`src/rtl/gate_pkg.sv`:
```
// rtl/gate_pkg.sv - shared op encodings, flag struct and bitwise evaluator for gate_alu_pipe
//
// Contents:
//   GATE_MAX_W  widest operand gate_eval handles. Callers zero-extend to this width and slice.
//   gate_op_t   3-bit operation select.
//   OP_*        operation encodings.
//   gate_flag_t reduction flags carried alongside a result.
//   gate_eval   bitwise evaluation of one operation.

package gate_pkg;

  localparam int GATE_MAX_W = 64;

  typedef logic [2:0] gate_op_t;

  localparam gate_op_t OP_AND  = 3'd0;
  localparam gate_op_t OP_OR   = 3'd1;
  localparam gate_op_t OP_NAND = 3'd2;
  localparam gate_op_t OP_NOR  = 3'd3;
  localparam gate_op_t OP_XOR  = 3'd4;
  localparam gate_op_t OP_XNOR = 3'd5;
  localparam gate_op_t OP_NOT  = 3'd6;
  localparam gate_op_t OP_PASS = 3'd7;

  typedef struct packed {
    logic zero;
    logic ones;
    logic parity;
  } gate_flag_t;

  // Every operation is purely bitwise. A caller can therefore evaluate at
  // GATE_MAX_W and keep only its low WIDTH bits. The padding bits never
  // influence the kept ones.
  function automatic logic [GATE_MAX_W-1:0] gate_eval(
    input gate_op_t                op,
    input logic [GATE_MAX_W-1:0]   a,
    input logic [GATE_MAX_W-1:0]   b
  );
    logic [GATE_MAX_W-1:0] r;
    case (op)
      OP_AND:  r = a & b;
      OP_OR:   r = a | b;
      OP_NAND: r = ~(a & b);
      OP_NOR:  r = ~(a | b);
      OP_XOR:  r = a ^ b;
      OP_XNOR: r = ~(a ^ b);
      OP_NOT:  r = ~a;
      default: r = a;
    endcase
    return r;
  endfunction

endpackage

```
`src/rtl/gate_pipe_stage.sv`:
```
// rtl/gate_pipe_stage.sv - single valid/ready register slice with generic payload
//
// Ports:
//   clk, rst_n            clock, synchronous active-low reset
//   in_valid / in_ready   upstream handshake
//   in_data   [W-1:0]     payload captured on upstream handshake
//   out_valid / out_ready downstream handshake
//   out_data  [W-1:0]     registered payload
//
// in_ready is combinational from out_ready. A full slice can therefore take a new
// beat in the same cycle its current beat leaves. This is what lets chained
// slices run at one beat per cycle.

module gate_pipe_stage #(
  parameter int W = 8
) (
  input  logic         clk,
  input  logic         rst_n,
  input  logic         in_valid,
  output logic         in_ready,
  input  logic [W-1:0] in_data,
  output logic         out_valid,
  input  logic         out_ready,
  output logic [W-1:0] out_data
);

  assign in_ready = !out_valid | out_ready;

  always_ff @(posedge clk) begin
    if (!rst_n) begin
      out_valid <= 1'b0;
      out_data  <= '0;
    end else if (in_valid && in_ready) begin
      out_valid <= 1'b1;
      out_data  <= in_data;
    end else if (out_ready) begin
      out_valid <= 1'b0;
    end
  end

endmodule

```
`src/rtl/gate_alu_pipe.sv`:
```
// rtl/gate_alu_pipe.sv - two-stage valid/ready bitwise logic unit with reduction flags and result counter
//
// Parameters:
//   WIDTH  operand/result width, 1..GATE_MAX_W
//   CNT_W  completed-result counter width
// Ports:
//   clk, rst_n                  clock, synchronous active-low reset
//   in_valid/in_ready           operand handshake
//   in_op[2:0], in_a, in_b      operation select and operands
//   out_valid/out_ready         result handshake
//   out_y                       result
//   out_zero/out_ones/out_parity reduction flags of out_y
//   out_cnt                     results accepted by the consumer, wrapping

module gate_alu_pipe
  import gate_pkg::*;
#(
  parameter int WIDTH = 4,
  parameter int CNT_W = 16
) (
  input  logic             clk,
  input  logic             rst_n,
  input  logic             in_valid,
  output logic             in_ready,
  input  logic [2:0]       in_op,
  input  logic [WIDTH-1:0] in_a,
  input  logic [WIDTH-1:0] in_b,
  output logic             out_valid,
  input  logic             out_ready,
  output logic [WIDTH-1:0] out_y,
  output logic             out_zero,
  output logic             out_ones,
  output logic             out_parity,
  output logic [CNT_W-1:0] out_cnt
);

  localparam int P1_W = 3 + 2 * WIDTH;
  localparam int P2_W = WIDTH + 3;

  logic              s1_v;
  logic              s2_rdy;
  logic [P1_W-1:0]   s1_data;
  logic [P2_W-1:0]   s2_in;
  logic [P2_W-1:0]   s2_data;

  gate_op_t          s1_op;
  logic [WIDTH-1:0]  s1_a;
  logic [WIDTH-1:0]  s1_b;

  logic [GATE_MAX_W-1:0] a_ext;
  logic [GATE_MAX_W-1:0] b_ext;
  logic [GATE_MAX_W-1:0] eval_full;
  logic [WIDTH-1:0]      y_comb;
  gate_flag_t            flag_comb;
  gate_flag_t            flag_q;
  logic                  unused_eval_hi;

  // Stage 1 holds the raw operands. The evaluation sits between the stages, so
  // no path runs from in_* to out_*.
  gate_pipe_stage #(.W(P1_W)) u_s1 (
    .clk       (clk),
    .rst_n     (rst_n),
    .in_valid  (in_valid),
    .in_ready  (in_ready),
    .in_data   ({in_op, in_a, in_b}),
    .out_valid (s1_v),
    .out_ready (s2_rdy),
    .out_data  (s1_data)
  );

  assign s1_op = s1_data[P1_W-1 -: 3];
  assign s1_a  = s1_data[2*WIDTH-1 -: WIDTH];
  assign s1_b  = s1_data[WIDTH-1:0];

  always_comb begin
    a_ext = '0;
    b_ext = '0;
    a_ext[WIDTH-1:0] = s1_a;
    b_ext[WIDTH-1:0] = s1_b;
    eval_full        = gate_eval(s1_op, a_ext, b_ext);
    y_comb           = eval_full[WIDTH-1:0];
    flag_comb.zero   = (y_comb == '0);
    flag_comb.ones   = (y_comb == '1);
    flag_comb.parity = ^y_comb;
  end

  // Padding bits of the wide evaluation are deliberately discarded.
  assign unused_eval_hi = ^eval_full;

  assign s2_in = {y_comb, flag_comb};

  gate_pipe_stage #(.W(P2_W)) u_s2 (
    .clk       (clk),
    .rst_n     (rst_n),
    .in_valid  (s1_v),
    .in_ready  (s2_rdy),
    .in_data   (s2_in),
    .out_valid (out_valid),
    .out_ready (out_ready),
    .out_data  (s2_data)
  );

  assign out_y      = s2_data[P2_W-1 -: WIDTH];
  assign flag_q     = s2_data[2:0];
  assign out_zero   = flag_q.zero;
  assign out_ones   = flag_q.ones;
  assign out_parity = flag_q.parity;

  always_ff @(posedge clk) begin
    if (!rst_n) begin
      out_cnt <= '0;
    end else if (out_valid && out_ready) begin
      out_cnt <= out_cnt + CNT_W'(1);
    end
  end

endmodule

```
`config.mk`:
```
export PLATFORM = sky130hd
export DESIGN_NAME = gate_alu_pipe
export DESIGN_NICKNAME = d
export VERILOG_FILES = /design/src/rtl/gate_pkg.sv /design/src/rtl/gate_pipe_stage.sv /design/src/rtl/gate_alu_pipe.sv
export SDC_FILE = /design/constraint.sdc
export NUM_CORES = 1
export LEC_CHECK = 0
export ABC_AREA = 1
export CAP_MARGIN = 0
export CORE_MARGIN = 4
export CORE_UTILIZATION = 47
export CTS_CLUSTER_DIAMETER = 150
export CTS_CLUSTER_SIZE = 25
export DETAILED_ROUTE_END_ITERATION = 12
export PLACE_DENSITY_LB_ADDON = 0.25
export SETUP_SLACK_MARGIN = 0.15
export SYNTH_ARGS = -nofsm -noshare
export SYNTH_HDL_FRONTEND = slang
export SYNTH_SLANG_ARGS = --single-unit
```
`constraint.sdc`:
```
create_clock -name clk -period 1.6 [get_ports clk]
set_input_delay 0.24 -clock clk [delete_from_list [all_inputs] [get_ports clk]]
set_output_delay 0.24 -clock clk [all_outputs]
set_load 0.005 [all_outputs]
```
==> results of run 1 <==
-- where the power goes --
part	switching, mW	internal (mW)
registers	0.0280	0.931
clock network	0.355	0.304
logic	0.265	0.302
total	0.648	1.54
-- cells in the final DEF (no fill, tap or decap), types with 2 or more instances in the layout --
cell type        instances
a21oi_1                 27
buf_12                   2
buf_4                   36
buf_6                    3
clkbuf_8                 5
clkdlybuf4s50_1         37
clkinv_2                 2
dfxtp_1                 10
dfxtp_2                 22
dfxtp_4                  4
ha_1                     6
ha_4                     6
inv_1                   42
inv_2                   11
nand2_1                 57
nand2_2                  3
nand3_1                 12
nand3_2                  7
nand4_1                 11
nor2_1                  27
nor2_2                   4
nor2_4                   5
nor3_1                   2
o21ai_0                 27
-- how the worst max path moves through the flow --
stage	endpoint	slack, ps	depth (start not counted)	start
after floorplan	u_s2.out_data[0]	40	11	u_s1.out_data[6]
after global routing	u_s2.out_data[0]	-170	10	u_s1.out_data[8]
after detailed placement	u_s2.out_data[0]	-110	10	u_s1.out_data[9]
final	u_s2.out_data[0]	-60	10	u_s1.out_data[8]
after global placement	u_s2.out_data[0]	-40	10	u_s1.out_data[9]
after CTS	u_s2.out_data[0]	-40	10	u_s1.out_data[9]
-- per-stage QoR --
step,util [%],instances
floorplan,-,302
global placement,68.2,418
detailed placement,68.2,418
CTS,72.3,427
global route,74.6,431
finish,74.6,431
-- layer usage --
| metal | vias to the layer above | wire length (um) | track usage [%] |
|---|---|---|---|
| li1 | 1120 | - | - |
| met1 | 946 | 2550 | 26.8 |
| met2 | 34 | 2300 | 31.5 |
| met3 | 7 | 163 | 3.38 |
| met4 | 0 | 103 | 7.31 |
| met5 | - | 0 | 0 |
-- cell type report --
cell class,instances,area [um2],share of cell area [%]
Clock inverter,3,18.8,0.611
Timing Repair Buffer,80,736,24.0
Clock buffer,5,68.8,2.24
Inverter,54,205,6.69
Multi-Input combinational cell,203,1210,39.6
Tap cell,50,62.6,2.04
Sequential cell,36,763,24.9
-- sequential cells by signal, indices dropped and copies added, names as in the netlist --
| name | flops |
|---|---|
| out_cnt | 16 |
| u_s1.out_data | 11 |
| u_s2.out_data | 7 |
| u_s1.out_valid | 1 |
| u_s2.out_valid | 1 |
-- worst min-delay path: stages --
cell,delay (ps)
dlymetal6s2s_1,110
inv_1,60
nand2_1,70
a21oi_1,70
-- cell families (layout without fill, tap and decap cells) --
group | count (synthesis) | count (layout) | synth area share (%)
flops | 36 | 36 | 34.8
simple gates | 132 | 132 | 30.4
fa+ha+maj | 13 | 13 | 7.86
buf+inv | 63 | 142 | 12.6
compound gates | 57 | 57 | 13.9
xor+xnor | 1 | 1 | 0.423
-- repair_timing --
action	CTS	global route
resized for setup	24	29
buffers inserted	1	4
endpoints found under the setup margin	12	22
pin swaps	15	13
gates cloned	0	0
==> results.yml, run 1 <==
status:
  run_status: "complete, but fails checks"
  violations: "negative setup slack"
clock_tree:
  cts_sinks: 36
  clk_pin_slew_ps: 80
  htree_levels: 2
  cts_tree: "built"
  cts-root-buf: "clkbuf_8"
  clk-insertion-delay-late_ps: 300
  clockBufferDepth: 2
  cts_made_buffers: 5
  ctsHoldBuffers: 0
logic_synthesis:
  async_flop_share_pct: 0
  synth.area.top_cells: "dfxtp_1 35%, nand2_1 11%, inv_1 9.4%, ha_1 7.9%, o21ai_0 7.0%"
  synthCells: 302
  synth-edff-count: 0
  yosysTopAreaCell: "dfxtp_1"
  ys_ff_latch: 36
  synth_area_per_cell_um2: 6.85
  yosysTopAreaCellShare_pct: 34.8
  synthFlopType: "dfxtp_1"
  synthTopCellsByCount: "59 x nand2_1, 52 x inv_1, 36 x dfxtp_1"
  yosysMostFrequentCell: "nand2_1"
  synth_nets: 330
  syn-cell-area_um2: 2070
  ys_types: 24
  synth-seq-area-share_pct: 34.8
  ys_warn_count: 0
cells_and_area:
  fillCellCount: 305
  nNetsFinal: 408
  drive_gt1_share_pct: 30.7
  fin_area_um2: 3070
  num_antenna_cells: 0
  syn2layout_area_growth_pct: 48.3
worst_setup_path:
  worst-path-buf-inv: 2
  cp_slowest_cell: "dfxtp_2"
  path_cells: "buf_6 -> nor2_4 -> nand2_2 -> nor2_2 -> nor2_1 -> nand3_2 -> inv_2 -> ha_4 -> xnor2_2 -> a21oi_1"
  cpPeakStageDelay_ps: 340
  reg2reg_to: "u_s2.out_data[0]"
  critPathRequiredTime_ps: 1790
  r2r_slack_ps: -60
  reg2reg_from: "u_s1.out_data[8]"
  cp_top_family: "simple AND/OR/NAND/NOR gates"
  worst_setup_path_start_kind: "flip-flop"
  reg2regPathDepth: 10
  end_kind: "flip-flop"
  critPathKind: "flip-flop to flip-flop"
  worstPathArrival_ps: 1850
  crit_fanout: 7
detailed_routing:
  viasPerCell: 4.89
  num_vias: 2107
  drt_iter0_markers: 132
  wl_per_cell_um: 11.9
  dr.pass1.iters: 4
  totalWireLength_um: 5120
  drcViolationCount: 0
  drt.antenna.violating_nets: 0
floorplanning:
  dieHeight_um: 74.4
  rows: 23
  die_x_um: 74.4
  coreArea_um2: 4120
  initial_core_util_pct: 50.3
  pin_count: 40
  die-area_um2: 5530
hold_path:
  hold_path_class: "input pin to flip-flop"
  holdPathStages: 4
  whs_endpoint: "u_s2.out_valid"
  min_from: "out_ready"
sta:
  setup_viol: 1
  hold_slack_ps: 293
  max_freq_mhz: 602
  fin_crit_ps: 1660
  skew_ps: 11.8
  final_hold_viol_count: 0
  worst_pin_slew_ps: 242
  slew_violations: 0
  post-route-period-util_pct: 104
  maxSlewHeadroom_pct: 83.8
  setup_tns_ps: -59.9
  setup_ws_ps: -59.9
  grt_setup_unrepaired: "yes"
grt:
  antenna_found_initial: 0
  grt_usage_pct: 19.7
  overflow: 0
  grt_max_degree: 24
  grt_first_pass_wirelength_um: 8490
  grt_pass1_vias: 1941
placement:
  dpl_cell_area_um2: 2810
  routabilityCongestion: 0.897
  place_ws_ps: -109
  port_buffers: 39
  place_hpwl_um: 3770
power_and_ir_drop:
  p_total_mw: 2.18
  ir_worst_vdd_mv: 0.485
  p_leak_nw: 1.37
  power_density_nw_per_um2: 712
run:
  maxCapViolCount: 0
Note: power is estimated with default switching activity, not from simulation.
==> run 2: changes to the inputs <==
--- a/config.mk
+++ b/config.mk
@@ -7,11 +7,12 @@
 export LEC_CHECK = 0
 export ABC_AREA = 1
 export CAP_MARGIN = 0
-export CORE_MARGIN = 4
+export CORE_MARGIN = 2
 export CORE_UTILIZATION = 47
 export CTS_CLUSTER_DIAMETER = 150
 export CTS_CLUSTER_SIZE = 25
 export DETAILED_ROUTE_END_ITERATION = 12
+export MAX_ROUTING_LAYER = met4
 export PLACE_DENSITY_LB_ADDON = 0.25
 export SETUP_SLACK_MARGIN = 0.15
 export SYNTH_ARGS = -nofsm -noshare
==> results.yml, run 2 (synthesis results as in run 1) <==
power_and_ir_drop:
  p_leak_nw: 1.32
  p_int_mw: 1.58
  ir_worst_vdd_mv: 0.506
  p_clk_share_pct: 30.8
  p_total_mw: 2.20
  power_density_nw_per_um2: 725
  pwr-share-comb_pct: 25.6
  swShare_pct: 28.2
  switchingPower_uw: 622
  pwr-share-seq_pct: 43.6
sta:
  post-route-period-util_pct: 103
  worst_pin_slew_ps: 288
  setup_viol: 2
  final_hold_viol_count: 0
  setup_ws_ps: -52.5
  slew_violations: 0
  maxSlewHeadroom_pct: 80.8
  fin_crit_ps: 1650
  skew_ps: 3.00
  grt_setup_unrepaired: "yes"
  hold_slack_ps: 466
  max_freq_mhz: 605
clock_tree:
  clockBufferDepth: 2
  clk_pin_slew_ps: 70
  ctsHoldBuffers: 0
  clk-insertion-delay-late_ps: 290
  cts_sinks: 36
  cts-root-buf: "clkbuf_8"
  cts_tree: "built"
  cts_made_buffers: 5
  htree_levels: 2
placement:
  dpl_cell_area_um2: 2770
  place_inst: 417
  port_buffers: 39
  place_ws_ps: -66.5
  routabilityCongestion: 0.910
  place_hpwl_um: 3520
grt:
  antenna_found_initial: 0
  grt_usage_pct: 20.2
  grt_first_pass_wirelength_um: 7810
  grt_max_degree: 24
  overflow: 0
  grt_pass1_vias: 1812
detailed_routing:
  viasPerCell: 4.89
  wl_per_cell_um: 11.8
  drcViolationCount: 0
  drt_iter0_markers: 111
  drt.antenna.violating_nets: 0
  num_vias: 2092
  totalWireLength_um: 5050
  dr.pass1.iters: 4
worst_setup_path:
  reg2reg_from: "u_s1.out_data[7]"
  crit_fanout: 3
  reg2reg_to: "u_s2.out_data[0]"
  critPathKind: "flip-flop to flip-flop"
  critPathRequiredTime_ps: 1780
  reg2regPathDepth: 10
  cpPeakStageDelay_ps: 360
  path_cells: "inv_2 -> ha_4 -> nand3_1 -> o21ai_0 -> nor2_1 -> nand3_2 -> inv_1 -> ha_4 -> xnor2_2 -> a21oi_1"
  r2r_slack_ps: -50
  cp_slowest_cell: "dfxtp_2"
  worst_setup_path_start_kind: "flip-flop"
  cpMostUsedCell: "ha_4"
  worstPathArrival_ps: 1830
  end_kind: "flip-flop"
floorplanning:
  die-area_um2: 4950
  die_x_um: 70.4
  coreArea_um2: 4290
  pin_count: 40
  initial_core_util_pct: 48.2
  dieHeight_um: 70.4
  rows: 24
cells_and_area:
  syn2layout_area_growth_pct: 46.9
  regMostFlops: "out_cnt"
  layout_common_cells: "56 x nand2_1, 43 x inv_1, 38 x clkdlybuf4s50_1"
  num_antenna_cells: 0
  stdcell_count: 428
  largest_register_ffs: 16
  drive_gt1_share_pct: 30.3
  final_common_cell: "nand2_1"
  reg_top3: "out_cnt x16, u_s1.out_data x11, u_s2.out_data x7"
  fillCellCount: 365
  nNetsFinal: 403
  fin_area_um2: 3040
status:
  run_status: "complete, but fails checks"
  violations: "negative setup slack"
hold_path:
  whs_endpoint: "out_cnt[7]"
  hold_path_class: "flip-flop to flip-flop"
  holdPathStages: 2
  min_from: "out_cnt[7]"
run:
  maxCapViolCount: 0
run 2: cell types whose count changed in the layout (fill, tap and decap cells not counted), sizes merged:
cell,change
buf,-5
clkinv,-3
clkbuf,+2
clkdlybuf4s50,+1
clkinvlp,+1
dlymetal6s2s,-1
run 2: final cells by class:
cell class                 instances  area [um2]  share of cell area (%)
multi-input combinational        203        1230                    40.3
sequential                        36         767                    25.2
timing repair buffer              75         683                    22.5
inverter                          54         205                    6.75
clock buffer                       7        86.3                    2.84
tap                               52        65.1                    2.14
clock inverter                     1        7.51                   0.247
run 2: worst max-delay path by stage:
stage	startpoint	to	slack (ps)	cells past startpoint
2_1_floorplan	u_s1.out_data[6]	u_s2.out_data[0]	40	11
3_5_place_dp	u_s1.out_data[0]	u_s2.out_data[0]	-70	10
3_3_place_gp	out_ready	in_ready	-50	4
6_report	u_s1.out_data[7]	u_s2.out_data[0]	-50	10
4_1_cts	u_s1.out_data[9]	u_s2.out_data[0]	-30	10
5_1_grt	u_s1.out_data[0]	u_s2.out_data[0]	-190	10
run 2: metrics by stage:
| stage | TNS [ps] | utilization [%] |
|---|---|---|
| 6_report | -66.2 | 70.8 |
| 5_1_grt | -445 | 70.8 |
| 4_1_cts | -33.9 | 68.4 |
| 3_5_place_dp | -270 | 64.6 |
| 3_3_place_gp | -91.4 | 64.6 |
| 2_1_floorplan | 0 | - |
run 2: per-layer routing:
metal / GRT usage, % / vias up / share of wire, %
met4: 8.33 / 0 / 1.8
met1: 24.4 / 937 / 45
li1: - / 1107 / -
met5: - / - / 0
met2: 32.2 / 40 / 49
met3: 4.91 / 8 / 3.8
run 2: worst max-delay path: cells and delay by family, from the launching register on:
kind | cells | cell delay [ps]
AOI/OAI and AO/OA | 2 | 140
xor gates and xnor gates | 1 | 130
adders and majority gates | 2 | 450
buffers and inverters | 2 | 180
DFF | 1 | 360
and+or+nand+nor | 3 | 280
run 2: repair_timing:
item                       4_1_cts  5_1_grt
setup buffers                    1        2
resized for setup               30       28
setup endpoints to repair       10       20
cloned                           0        0
pin swaps                        7        7
run 2: power groups by stage:
stage / Clock (mW) / Sequential, mW / Combinational (mW)
2_1_floorplan: 0 / 0.976 / 0.258
3_3_place_gp: 0 / 0.981 / 0.439
3_5_place_dp: 0 / 0.984 / 0.449
4_1_cts: 0.692 / 0.967 / 0.486
5_1_grt: 0.739 / 0.966 / 0.621
6_report: 0.679 / 0.961 / 0.563
==> run 3: changes to the inputs <==
--- a/config.mk
+++ b/config.mk
@@ -5,10 +5,10 @@
 export SDC_FILE = /design/constraint.sdc
 export NUM_CORES = 1
 export LEC_CHECK = 0
-export ABC_AREA = 1
+export ABC_AREA = 0
 export CAP_MARGIN = 0
 export CORE_MARGIN = 2
-export CORE_UTILIZATION = 47
+export CORE_UTILIZATION = 35
 export CTS_CLUSTER_DIAMETER = 150
 export CTS_CLUSTER_SIZE = 25
 export DETAILED_ROUTE_END_ITERATION = 12
==> results.yml, run 3 <==
status:
  run_status: "complete, but fails checks"
  violations: "negative setup slack"
worst_setup_path:
  worst_setup_path_start_kind: "flip-flop"
  end_kind: "flip-flop"
  worstPathArrival_ps: 2080
  cp_slowest_cell: "dfxtp_2"
  crit_fanout: 2
  reg2reg_from: "u_s1.out_data[7]"
  reg2regPathDepth: 8
  cp_top_family: "compound AO/OA/AOI/OAI gates"
  cpPeakStageDelay_ps: 320
  worst-path-buf-inv: 1
  reg2reg_to: "u_s2.out_data[0]"
  critPathKind: "flip-flop to flip-flop"
  critPathRequiredTime_ps: 1820
  cp.depth: 8
  path_cells: "buf_4 -> ha_1 -> mux2i_1 -> o22ai_2 -> a211o_1 -> ha_4 -> xnor2_2 -> a211oi_2"
  r2r_slack_ps: -250
detailed_routing:
  drt.antenna.violating_nets: 0
  num_vias: 1874
  viasPerCell: 4.98
  drt_iter0_markers: 90
  totalWireLength_um: 4860
  drcViolationCount: 0
  dr.pass1.iters: 4
  wl_per_cell_um: 12.9
sta:
  setup_tns_ps: -644
  setup_ws_ps: -254
  grt_setup_unrepaired: "yes"
  fin_crit_ps: 1850
  max_freq_mhz: 539
  maxSlewHeadroom_pct: 76.6
  worst_pin_slew_ps: 347
  skew_ps: 4.16
  post-route-period-util_pct: 116
  final_hold_viol_count: 0
  setup_viol: 4
  slew_violations: 0
  hold_slack_ps: 437
hold_path:
  min_from: "out_ready"
  whs_endpoint: "out_cnt[1]"
  holdPathStages: 3
  hold_path_class: "input pin to flip-flop"
logic_synthesis:
  yosysTopAreaCell: "dfxtp_1"
  synth_nets: 262
  ys_types: 38
  synthTopCellsByCount: "36 x dfxtp_1, 24 x nand2_1, 19 x a21oi_1, 19 x nand3_1, 18 x nor2_1"
  async_flop_share_pct: 0
  synthFlopType: "dfxtp_1"
  synth-edff-count: 0
  ys_warn_count: 0
  synth_area_per_cell_um2: 8.31
  synth.area.top_cells: "dfxtp_1 37%, ha_1 8.4%, a21oi_1 4.9%, nand3_1 4.9%, nand2_1 4.6%"
  yosysTopAreaCellShare_pct: 37.0
  synth-seq-area-share_pct: 37.0
  synthCells: 234
  yosysMostFrequentCell: "dfxtp_1"
  syn-cell-area_um2: 1950
  ys_ff_latch: 36
grt:
  overflow: 0
  grt_pass1_vias: 1751
  grt_usage_pct: 16.4
  antenna_found_initial: 0
  grt_max_degree: 14
  grt_first_pass_wirelength_um: 7820
clock_tree:
  clk_pin_slew_ps: 70
  cts-root-buf: "clkbuf_8"
  cts_made_buffers: 5
  clockBufferDepth: 2
  htree_levels: 2
  ctsHoldBuffers: 0
  clk-insertion-delay-late_ps: 290
  cts_sinks: 36
  cts_tree: "built"
cells_and_area:
  fillCellCount: 492
  final_common_cell: "clkdlybuf4s50_1"
  drive_gt1_share_pct: 33.2
  layout_common_cells: "32 x clkdlybuf4s50_1, 26 x buf_4, 22 x nand2_1"
  reg_top3: "out_cnt x16, u_s1.out_data x11, u_s2.out_data x7"
  num_antenna_cells: 0
  fin_area_um2: 3030
  nNetsFinal: 331
  syn2layout_area_growth_pct: 55.9
  fin_util_pct: 55.8
  largest_register_ffs: 16
  stdcell_count: 376
  regMostFlops: "out_cnt"
power_and_ir_drop:
  pwr-share-seq_pct: 44.9
  switchingPower_uw: 567
  power_density_nw_per_um2: 696
  pwr-share-comb_pct: 22.7
  p_clk_share_pct: 32.4
  p_total_mw: 2.11
  p_int_mw: 1.54
  ir_worst_vdd_mv: 0.365
  p_leak_nw: 1.22
  swShare_pct: 26.9
placement:
  routabilityCongestion: 0.763
  place_inst: 359
  dpl_cell_area_um2: 2630
  place_hpwl_um: 3320
  place_ws_ps: -292
  port_buffers: 39
floorplanning:
  die-area_um2: 6170
  pin_count: 40
  rows: 27
  die_x_um: 78.6
  dieHeight_um: 78.6
  initial_core_util_pct: 35.8
  coreArea_um2: 5440
run:
  maxCapViolCount: 0
run 3: how the worst max path moves through the flow:
stage                      startpoint               end
finish               u_s1.out_data[7]  u_s2.out_data[0]
global route         u_s1.out_data[7]  u_s2.out_data[0]
CTS                  u_s1.out_data[6]  u_s2.out_data[0]
detailed placement  u_s1.out_data[10]  u_s2.out_data[0]
global placement    u_s1.out_data[10]  u_s2.out_data[0]
floorplan            u_s1.out_data[5]  u_s2.out_data[0]
run 3: power groups by stage:
stage	combinational, mW	sequential, mW	clock (mW)
after floorplan	0.198	0.971	0
after global placement	0.353	0.981	0
after detailed placement	0.355	0.982	0
after CTS	0.416	0.962	0.703
after global routing	0.525	0.951	0.736
final	0.478	0.947	0.684
run 3: what timing repair did:
| item | CTS | global route |
|---|---|---|
| hold endpoints to repair | 0 | 0 |
| resized for setup | 39 | 37 |
| endpoints found under the setup margin | 20 | 20 |
| pin swaps | 23 | 12 |
| setup buffers | 6 | 3 |
run 3: cell families (layout without fill, tap and decap cells):
logic type	Yosys count	in the layout	share of synthesized area (%)
buffers and inverters	26	96	5.85
muxes	9	9	4.69
adders and majority gates	13	13	8.36
xor gates and xnor gates	15	15	6.75
DFF	36	36	37.0
and+or+nand+nor	96	96	25.6
AOI/OAI and AO/OA	39	39	11.7
run 3: cell type report:
type	count	area, um2	area share [%]
timing repair buffer	74	723	23.8
tap	72	90.1	2.97
inverter	14	55.1	1.82
sequential	36	786	25.9
multi-input combinational	172	1290	42.5
clock buffer	8	90.1	2.97
run 3: tightest hold or removal path, delay by kind of cell:
| family | cells | cell delay (ps) |
|---|---|---|
| buffers and inverters | 1 | 290 |
| and+or+nand+nor | 1 | 100 |
| AOI/OAI and AO/OA | 1 | 50 |
run 3: metal layers:
metal	vias up	GRT usage, %	wire length (um)
li1	942	-	-
met1	896	18.9	2270
met2	30	27.8	2350
met3	6	4.02	166
met4	0	5.79	59
met5	-	-	0
